--- src/rtl/brownout_pkg.sv ---
// Shared constants for the brown-out controller: FSM encoding, counter
// width, reset trip selects, and the trip-select payload type.
package brownout_pkg;

  localparam int unsigned CNT_W = 12;
  localparam int unsigned EVT_W = 8;
  localparam int unsigned SEL_W = 3;

  localparam logic [2:0] ST_OFF     = 3'd0;
  localparam logic [2:0] ST_STARTUP = 3'd1;
  localparam logic [2:0] ST_SETTLE  = 3'd2;
  localparam logic [2:0] ST_ARMED   = 3'd3;
  localparam logic [2:0] ST_TRIPPED = 3'd4;

  localparam logic [SEL_W-1:0] VTRIP_RST = 3'b000;
  localparam logic [SEL_W-1:0] OTRIP_RST = 3'b000;

  typedef logic [CNT_W-1:0] cnt_t;

  typedef struct packed {
    logic [SEL_W-1:0] vtrip;
    logic [SEL_W-1:0] otrip;
  } trip_sel_t;

  // Saturating event counter increment.
  function automatic logic [EVT_W-1:0] sat_inc(input logic [EVT_W-1:0] v);
    return (v == {EVT_W{1'b1}}) ? v : v + EVT_W'(1);
  endfunction

endpackage

--- src/rtl/brownout_if.sv ---
// Software/analog-side signals of the brown-out controller.
// master: drives requests, config and the detector output; slave: the controller.
interface brownout_if;
  logic                            en_req;
  logic                            cfg_wr;
  logic [brownout_pkg::SEL_W-1:0]  vtrip_cfg;
  logic [brownout_pkg::SEL_W-1:0]  otrip_cfg;
  logic                            irq_clr;
  logic                            outb;
  logic                            ena;
  logic [brownout_pkg::SEL_W-1:0]  vtrip;
  logic [brownout_pkg::SEL_W-1:0]  otrip;
  logic                            ready;
  logic                            brout;
  logic                            brout_irq;
  logic [brownout_pkg::EVT_W-1:0]  event_cnt;

  modport master (
    output en_req, cfg_wr, vtrip_cfg, otrip_cfg, irq_clr, outb,
    input  ena, vtrip, otrip, ready, brout, brout_irq, event_cnt
  );

  modport slave (
    input  en_req, cfg_wr, vtrip_cfg, otrip_cfg, irq_clr, outb,
    output ena, vtrip, otrip, ready, brout, brout_irq, event_cnt
  );
endinterface

--- src/rtl/brownout_sync.sv ---
// Two-flop synchronizer for the asynchronous detector output.
// Ports: ck clock, rsb async active-low reset (flops reset to 1),
//        d async input, q synchronized output.
module brownout_sync (
  input  logic ck,
  input  logic rsb,
  input  logic d,
  output logic q
);

  logic meta_q;

  always_ff @(posedge ck or negedge rsb) begin
    if (!rsb) begin
      meta_q <= 1'b1;
      q      <= 1'b1;
    end else begin
      meta_q <= d;
      q      <= meta_q;
    end
  end

endmodule

--- src/rtl/brownout_ctrl.sv ---
// Brown-out detector controller: sequences analog startup and trip-select
// settling, then watches the synchronized detector output and raises a sticky
// interrupt and saturating event count on each qualified brown-out.
// Ports: ck clock, rsb async active-low reset, bus (slave) carrying
//        en_req/cfg_wr/vtrip_cfg/otrip_cfg/irq_clr/outb in and
//        ena/vtrip/otrip/ready/brout/brout_irq/event_cnt out (all registered).
module brownout_ctrl
  import brownout_pkg::*;
#(
  parameter int unsigned STARTUP_CYC = 1024,
  parameter int unsigned SETTLE_CYC  = 64
) (
  input  logic       ck,
  input  logic       rsb,
  brownout_if.slave  bus
);

  localparam cnt_t STARTUP_LD = CNT_W'(STARTUP_CYC - 1);
  localparam cnt_t SETTLE_LD  = CNT_W'(SETTLE_CYC - 1);

  logic             outb_s;
  logic [2:0]       state_q, state_d;
  cnt_t             cnt_q, cnt_d;
  trip_sel_t        sel_q, sel_d;
  logic             irq_q, irq_d;
  logic [EVT_W-1:0] evt_q, evt_d;
  logic             ena_q, ena_d;
  logic             ready_q, ready_d;
  logic             brout_q, brout_d;

  brownout_sync u_sync (
    .ck  (ck),
    .rsb (rsb),
    .d   (bus.outb),
    .q   (outb_s)
  );

  // State and registered outputs.
  always_ff @(posedge ck or negedge rsb) begin
    if (!rsb) begin
      state_q <= ST_OFF;
      cnt_q   <= '0;
      sel_q   <= '{vtrip: VTRIP_RST, otrip: OTRIP_RST};
      irq_q   <= 1'b0;
      evt_q   <= '0;
      ena_q   <= 1'b0;
      ready_q <= 1'b0;
      brout_q <= 1'b0;
    end else begin
      state_q <= state_d;
      cnt_q   <= cnt_d;
      sel_q   <= sel_d;
      irq_q   <= irq_d;
      evt_q   <= evt_d;
      ena_q   <= ena_d;
      ready_q <= ready_d;
      brout_q <= brout_d;
    end
  end

  // Next state; priority: disable > config write > trip/recover > expiry.
  always_comb begin
    state_d = state_q;
    cnt_d   = cnt_q;
    sel_d   = sel_q;
    irq_d   = irq_q;
    evt_d   = evt_q;

    if (bus.cfg_wr) begin
      sel_d.vtrip = bus.vtrip_cfg;
      sel_d.otrip = bus.otrip_cfg;
    end
    // A trip on the same edge overrides this below.
    if (bus.irq_clr) irq_d = 1'b0;

    if (state_q == ST_OFF) begin
      if (bus.en_req) begin
        state_d = ST_STARTUP;
        cnt_d   = STARTUP_LD;
      end
    end else if (!bus.en_req) begin
      state_d = ST_OFF;
      cnt_d   = '0;
    end else if (bus.cfg_wr) begin
      // New selects need re-masking; startup timing is left untouched.
      if (state_q != ST_STARTUP) begin
        state_d = ST_SETTLE;
        cnt_d   = SETTLE_LD;
      end
    end else begin
      case (state_q)
        ST_STARTUP: begin
          if (cnt_q == '0) begin
            state_d = ST_SETTLE;
            cnt_d   = SETTLE_LD;
          end else begin
            cnt_d = cnt_q - CNT_W'(1);
          end
        end
        ST_SETTLE: begin
          if (cnt_q == '0) state_d = ST_ARMED;
          else             cnt_d   = cnt_q - CNT_W'(1);
        end
        ST_ARMED: begin
          if (!outb_s) begin
            state_d = ST_TRIPPED;
            irq_d   = 1'b1;
            evt_d   = sat_inc(evt_q);
          end
        end
        ST_TRIPPED: begin
          if (outb_s) state_d = ST_ARMED;
        end
        default: begin
          state_d = ST_OFF;
          cnt_d   = '0;
        end
      endcase
    end

    ena_d   = (state_d != ST_OFF);
    ready_d = (state_d == ST_ARMED) || (state_d == ST_TRIPPED);
    brout_d = (state_d == ST_TRIPPED);
  end

  assign bus.ena       = ena_q;
  assign bus.vtrip     = sel_q.vtrip;
  assign bus.otrip     = sel_q.otrip;
  assign bus.ready     = ready_q;
  assign bus.brout     = brout_q;
  assign bus.brout_irq = irq_q;
  assign bus.event_cnt = evt_q;

endmodule

--- src/flat_wrapper.sv ---
// flat-port wrapper written by rule: the top's interface ports become plain ports
module brownout_ctrl_flat import brownout_pkg::*;
#(
  parameter int unsigned STARTUP_CYC = 1024,
  parameter int unsigned SETTLE_CYC  = 64
)
  (ck, rsb, bus_en_req, bus_cfg_wr, bus_vtrip_cfg, bus_otrip_cfg, bus_irq_clr, bus_outb, bus_ena, bus_vtrip, bus_otrip, bus_ready, bus_brout, bus_brout_irq, bus_event_cnt);
  brownout_if bus_i ();
  input  logic ck;
  input  logic rsb;
  input wire logic [$bits(bus_i.en_req)-1:0] bus_en_req;
  input wire logic [$bits(bus_i.cfg_wr)-1:0] bus_cfg_wr;
  input wire logic [$bits(bus_i.vtrip_cfg)-1:0] bus_vtrip_cfg;
  input wire logic [$bits(bus_i.otrip_cfg)-1:0] bus_otrip_cfg;
  input wire logic [$bits(bus_i.irq_clr)-1:0] bus_irq_clr;
  input wire logic [$bits(bus_i.outb)-1:0] bus_outb;
  output wire logic [$bits(bus_i.ena)-1:0] bus_ena;
  output wire logic [$bits(bus_i.vtrip)-1:0] bus_vtrip;
  output wire logic [$bits(bus_i.otrip)-1:0] bus_otrip;
  output wire logic [$bits(bus_i.ready)-1:0] bus_ready;
  output wire logic [$bits(bus_i.brout)-1:0] bus_brout;
  output wire logic [$bits(bus_i.brout_irq)-1:0] bus_brout_irq;
  output wire logic [$bits(bus_i.event_cnt)-1:0] bus_event_cnt;
  assign bus_i.en_req = bus_en_req;
  assign bus_i.cfg_wr = bus_cfg_wr;
  assign bus_i.vtrip_cfg = bus_vtrip_cfg;
  assign bus_i.otrip_cfg = bus_otrip_cfg;
  assign bus_i.irq_clr = bus_irq_clr;
  assign bus_i.outb = bus_outb;
  assign bus_ena = bus_i.ena;
  assign bus_vtrip = bus_i.vtrip;
  assign bus_otrip = bus_i.otrip;
  assign bus_ready = bus_i.ready;
  assign bus_brout = bus_i.brout;
  assign bus_brout_irq = bus_i.brout_irq;
  assign bus_event_cnt = bus_i.event_cnt;
  brownout_ctrl #(.STARTUP_CYC(STARTUP_CYC), .SETTLE_CYC(SETTLE_CYC)) u_core (.ck(ck), .rsb(rsb), .bus(bus_i));
endmodule
--- config.mk ---
export PLATFORM = sky130hd
export DESIGN_NAME = brownout_ctrl_flat
export DESIGN_NICKNAME = d
export VERILOG_FILES = /design/src/rtl/brownout_pkg.sv /design/src/rtl/brownout_if.sv /design/src/rtl/brownout_sync.sv /design/src/rtl/brownout_ctrl.sv /design/src/flat_wrapper.sv
export SDC_FILE = /design/constraint.sdc
export NUM_CORES = 1
export LEC_CHECK = 0
export CAP_MARGIN = 10
export CORE_ASPECT_RATIO = 0.6
export CORE_MARGIN = 2
export CORE_UTILIZATION = 41
export CTS_CLUSTER_DIAMETER = 150
export DETAILED_ROUTE_END_ITERATION = 16
export PLACE_DENSITY = 0.66
export SLEW_MARGIN = 10
export SYNTH_ARGS = -nofsm -noshare
export SYNTH_HDL_FRONTEND = slang
export SYNTH_SLANG_ARGS = --single-unit
--- constraint.sdc ---
create_clock -name ck -period 1.92 [get_ports ck]
set_input_delay 0.288 -clock ck [delete_from_list [all_inputs] [get_ports ck]]
set_output_delay 0.288 -clock ck [all_outputs]
set_load 0.05 [all_outputs]
==> impl_metrics.ini <==
[run_status]
status = finished with violations
violations = negative setup slack

[floorplanning]
ios = 30
rows = 19
dieHeight_um = 57.2
die_area_mm2 = 0.00530
core_area_mm2 = 0.00456
start_util_pct = 42.4
die_x_um = 92.7

[min_path]
min_path_type = reg -> reg
whs_path_depth = 0

[drt]
ant_nets = 0
drtPass1Iterations = 5
routed_wl_um = 5130
num_vias = 1804
avgViaCountPerCell = 5.42
drtIter0Drc = 97
detail_route.wl_per_cell_um = 15.4
drc = 0

[final_layout]
insertedDiodeCount = 0
final_common_cell = buf_4
mostFrequentLayoutCells = buf_4 (45), dfrtp_1 (31), clkdlybuf4s50_1 (29), nor2_1 (16), nand2_1 (15)
nets = 284
drive_gt1_share_pct = 31.9
fill_cells = 403
area_delta_synth_final_pct = 44.2

[placed_design]
post-place-ws_ns = -0.188
port_buffers = 29
gp_congestion = 0.872
hpwl_um = 3790

[timing]
post-route-period-util_pct = 103
hold-worst-slack_ns = 0.357
hold_viol_final = 0
rsz0062_at_grt = true
maxSlewHeadroom_pct = 66.9
period_minus_slack_ns = 1.97
finalSetupViolCount = 3
fin_ws_ns = -0.0538
drv_slew = 0
worstMarginPinSlew_ns = 0.494
max_freq_mhz = 507
final.setup_skew_ns = 0.00907

[synthesis]
syn_inst = 194
syn-num-nets = 209
synth_top_family_by_area = simple AND/OR/NAND/NOR gates
ys_async_sr_fraction_pct = 100
ys_warn_count = 0
synth_seq_cells = 35
synth_fa_ha_area_share_pct = 1.94
synth_edf_count = 0
syn_avg_cell_area_um2 = 9.97
ys.flop_type = dfrtp_1
synth_xor_area_share_pct = 4.53
yosys.cell_types.count = 53
synth_compound_area_share_pct = 18.4
yosys.area_share.simple_pct = 21.7
synth_area_mm2 = 0.00193
yosysSeqAreaShare_pct = 45.4
synth_mux_area_share_pct = 4.08

[power]
swShare_pct = 33.5
pwr-share-seq_pct = 40.3
power.switching_uw = 723
clockPowerShare_pct = 25.8
pwr-share-comb_pct = 33.8
leakagePower_nw = 1.20
power.density_mw_per_mm2 = 773
total_power_mw = 2.16
vdd_ir_drop_max_v = 0.000437
internal-power_mw = 1.43

[critical_path]
worstPathArrival_ns = 2.15
required_ns = 2.09
rrSetupSlack_ns = -0.05
cp_max_fo = 3
r2r_cells = 6
endpoint_kind = flip-flop
critPathKind = reg -> reg
cp-start-kind = flip-flop

[clocking]
cts-root-buf = clkbuf_8
cts_sinks = 35
clock_latency_ns = 0.30
cts_buffers = 5
clock_path_buffers = 2
clk_pin_slew_ns = 0.07
cts_tree = yes
holdBufCountCts = 0
htreeDepth = 2

[global_route]
grt_max_degree = 36
grtUsageTotal_pct = 19.9
antenna_found_initial = 0
grt_pass1_wl_um = 7940
grt_pass1_vias = 1615
gr-total-overflow = 0

[run]
max_cap_viol_count = 0
==> cell families after synthesis <==
kind of cell,Yosys count
xor gates and xnor gates,10
AOI/OAI and AO/OA,52
buffers and inverters,14
muxes,7
adders and majority gates,3
and+or+nand+nor,73
DFF,35
==> cell type report <==
| type | count | area [um^2] | area share, % |
|---|---|---|---|
| inverter | 6 | 22.5 | 0.807 |
| tap | 63 | 78.8 | 2.83 |
| clock buffer | 7 | 86.3 | 3.09 |
| sequential | 35 | 881 | 31.6 |
| multi-input combinational | 145 | 1070 | 38.2 |
| timing repair buffer | 76 | 651 | 23.3 |
| clock inverter | 1 | 5.00 | 0.179 |
==> critical path: stages, from the launching register on <==
cell      delay (ns)
dfrtp_1         0.42
or4_4           0.57
nor3_4          0.26
buf_4           0.16
a211oi_1        0.10
o31ai_1         0.24
o21ai_1         0.10
==> stage by stage <==
step	instances	cell area (um^2)	TNS (ns)	utilization, %
6_report	333	2790	-0.0851	61.1
3_5_place_dp	322	2610	-1.89	57.1
3_3_place_gp	322	2610	-1.47	57.1
4_1_cts	330	2710	-0.0441	59.5
5_1_grt	333	2790	-0.646	61.1
2_1_floorplan	194	1970	-0.0345	-
==> timing repair <==
action                     in CTS  in global routing
pin swaps                       5                  3
resized for setup               5                  9
setup endpoints to repair       5                 15
buffers inserted                0                  3
==> flip-flops by register name, indices dropped and copies added, names as in the netlist <==
register / count
u_core.cnt_q: 12
u_core.bus.otrip: 3
u_core.bus.brout_irq: 1
u_core.bus.ready: 1
u_core.u_sync.meta_q: 1
u_core.bus.vtrip: 3
u_core.u_sync.q: 1
u_core.state_q: 3
u_core.bus.ena: 1
u_core.bus.event_cnt: 8
u_core.bus.brout: 1
==> metal layers <==
| metal | GRT usage (%) | part of all wire [%] | vias to the layer above |
|---|---|---|---|
| li1 | - | - | 872 |
| met1 | 30.5 | 49 | 836 |
| met2 | 25.5 | 39 | 90 |
| met3 | 7.13 | 11 | 6 |
| met4 | 7.14 | 1.1 | 0 |
| met5 | 0 | 0 | - |
==> cell usage after synthesis (all sizes together), types with 2 or more instances <==
cell type	instances	area, um^2
dfrtp	33	826
nand2	16	67.6
nor2	16	60.1
a21oi	13	68.8
o21ai	8	40.0
a31oi	7	43.8
mux2	7	78.8
nand3	7	35.0
inv	6	22.5
nand4	6	37.5
nor3	6	41.3
xnor2	6	52.6
buf	5	32.5
a211oi	4	30.0
o2bb2ai	4	35.0
o31ai	4	30.0
or4	4	38.8
xor2	4	35.0
clkbuf	3	21.3
ha	3	37.5
nand2b	3	18.8
nor4	3	33.8
a21o	2	16.3
a221oi	2	17.5
and3	2	12.5
dfstp	2	52.6
nand3b	2	15.0
nor2b	2	12.5
==> final timing paths <==
check | startpoint | endpoint
worst max-delay path | u_core.cnt_q[3]$_DFFE_PN0P_ | u_core.cnt_q[10]$_DFFE_PN0P_
worst min-delay path | u_core.u_sync.meta_q$_DFF_PN1_ | u_core.u_sync.q$_DFF_PN1_
worst max register to register | u_core.cnt_q[3]$_DFFE_PN0P_ | u_core.cnt_q[10]$_DFFE_PN0P_
worst min register to register | u_core.u_sync.meta_q$_DFF_PN1_ | u_core.u_sync.q$_DFF_PN1_
max in group asynchronous | rsb | u_core.u_sync.meta_q$_DFF_PN1_
min in group asynchronous | rsb | u_core.bus.event_cnt[6]$_DFFE_PN0P_
==> power groups by stage <==
stage	clock, mW	sequential [mW]	combinational (mW)
6_report	0.557	0.870	0.729
4_1_cts	0.564	0.868	0.692
3_5_place_dp	0	0.880	0.681
2_1_floorplan	0	0.956	0.310
5_1_grt	0.598	0.879	0.786
3_3_place_gp	0	0.879	0.675
Power figures use the tool's default switching activity.
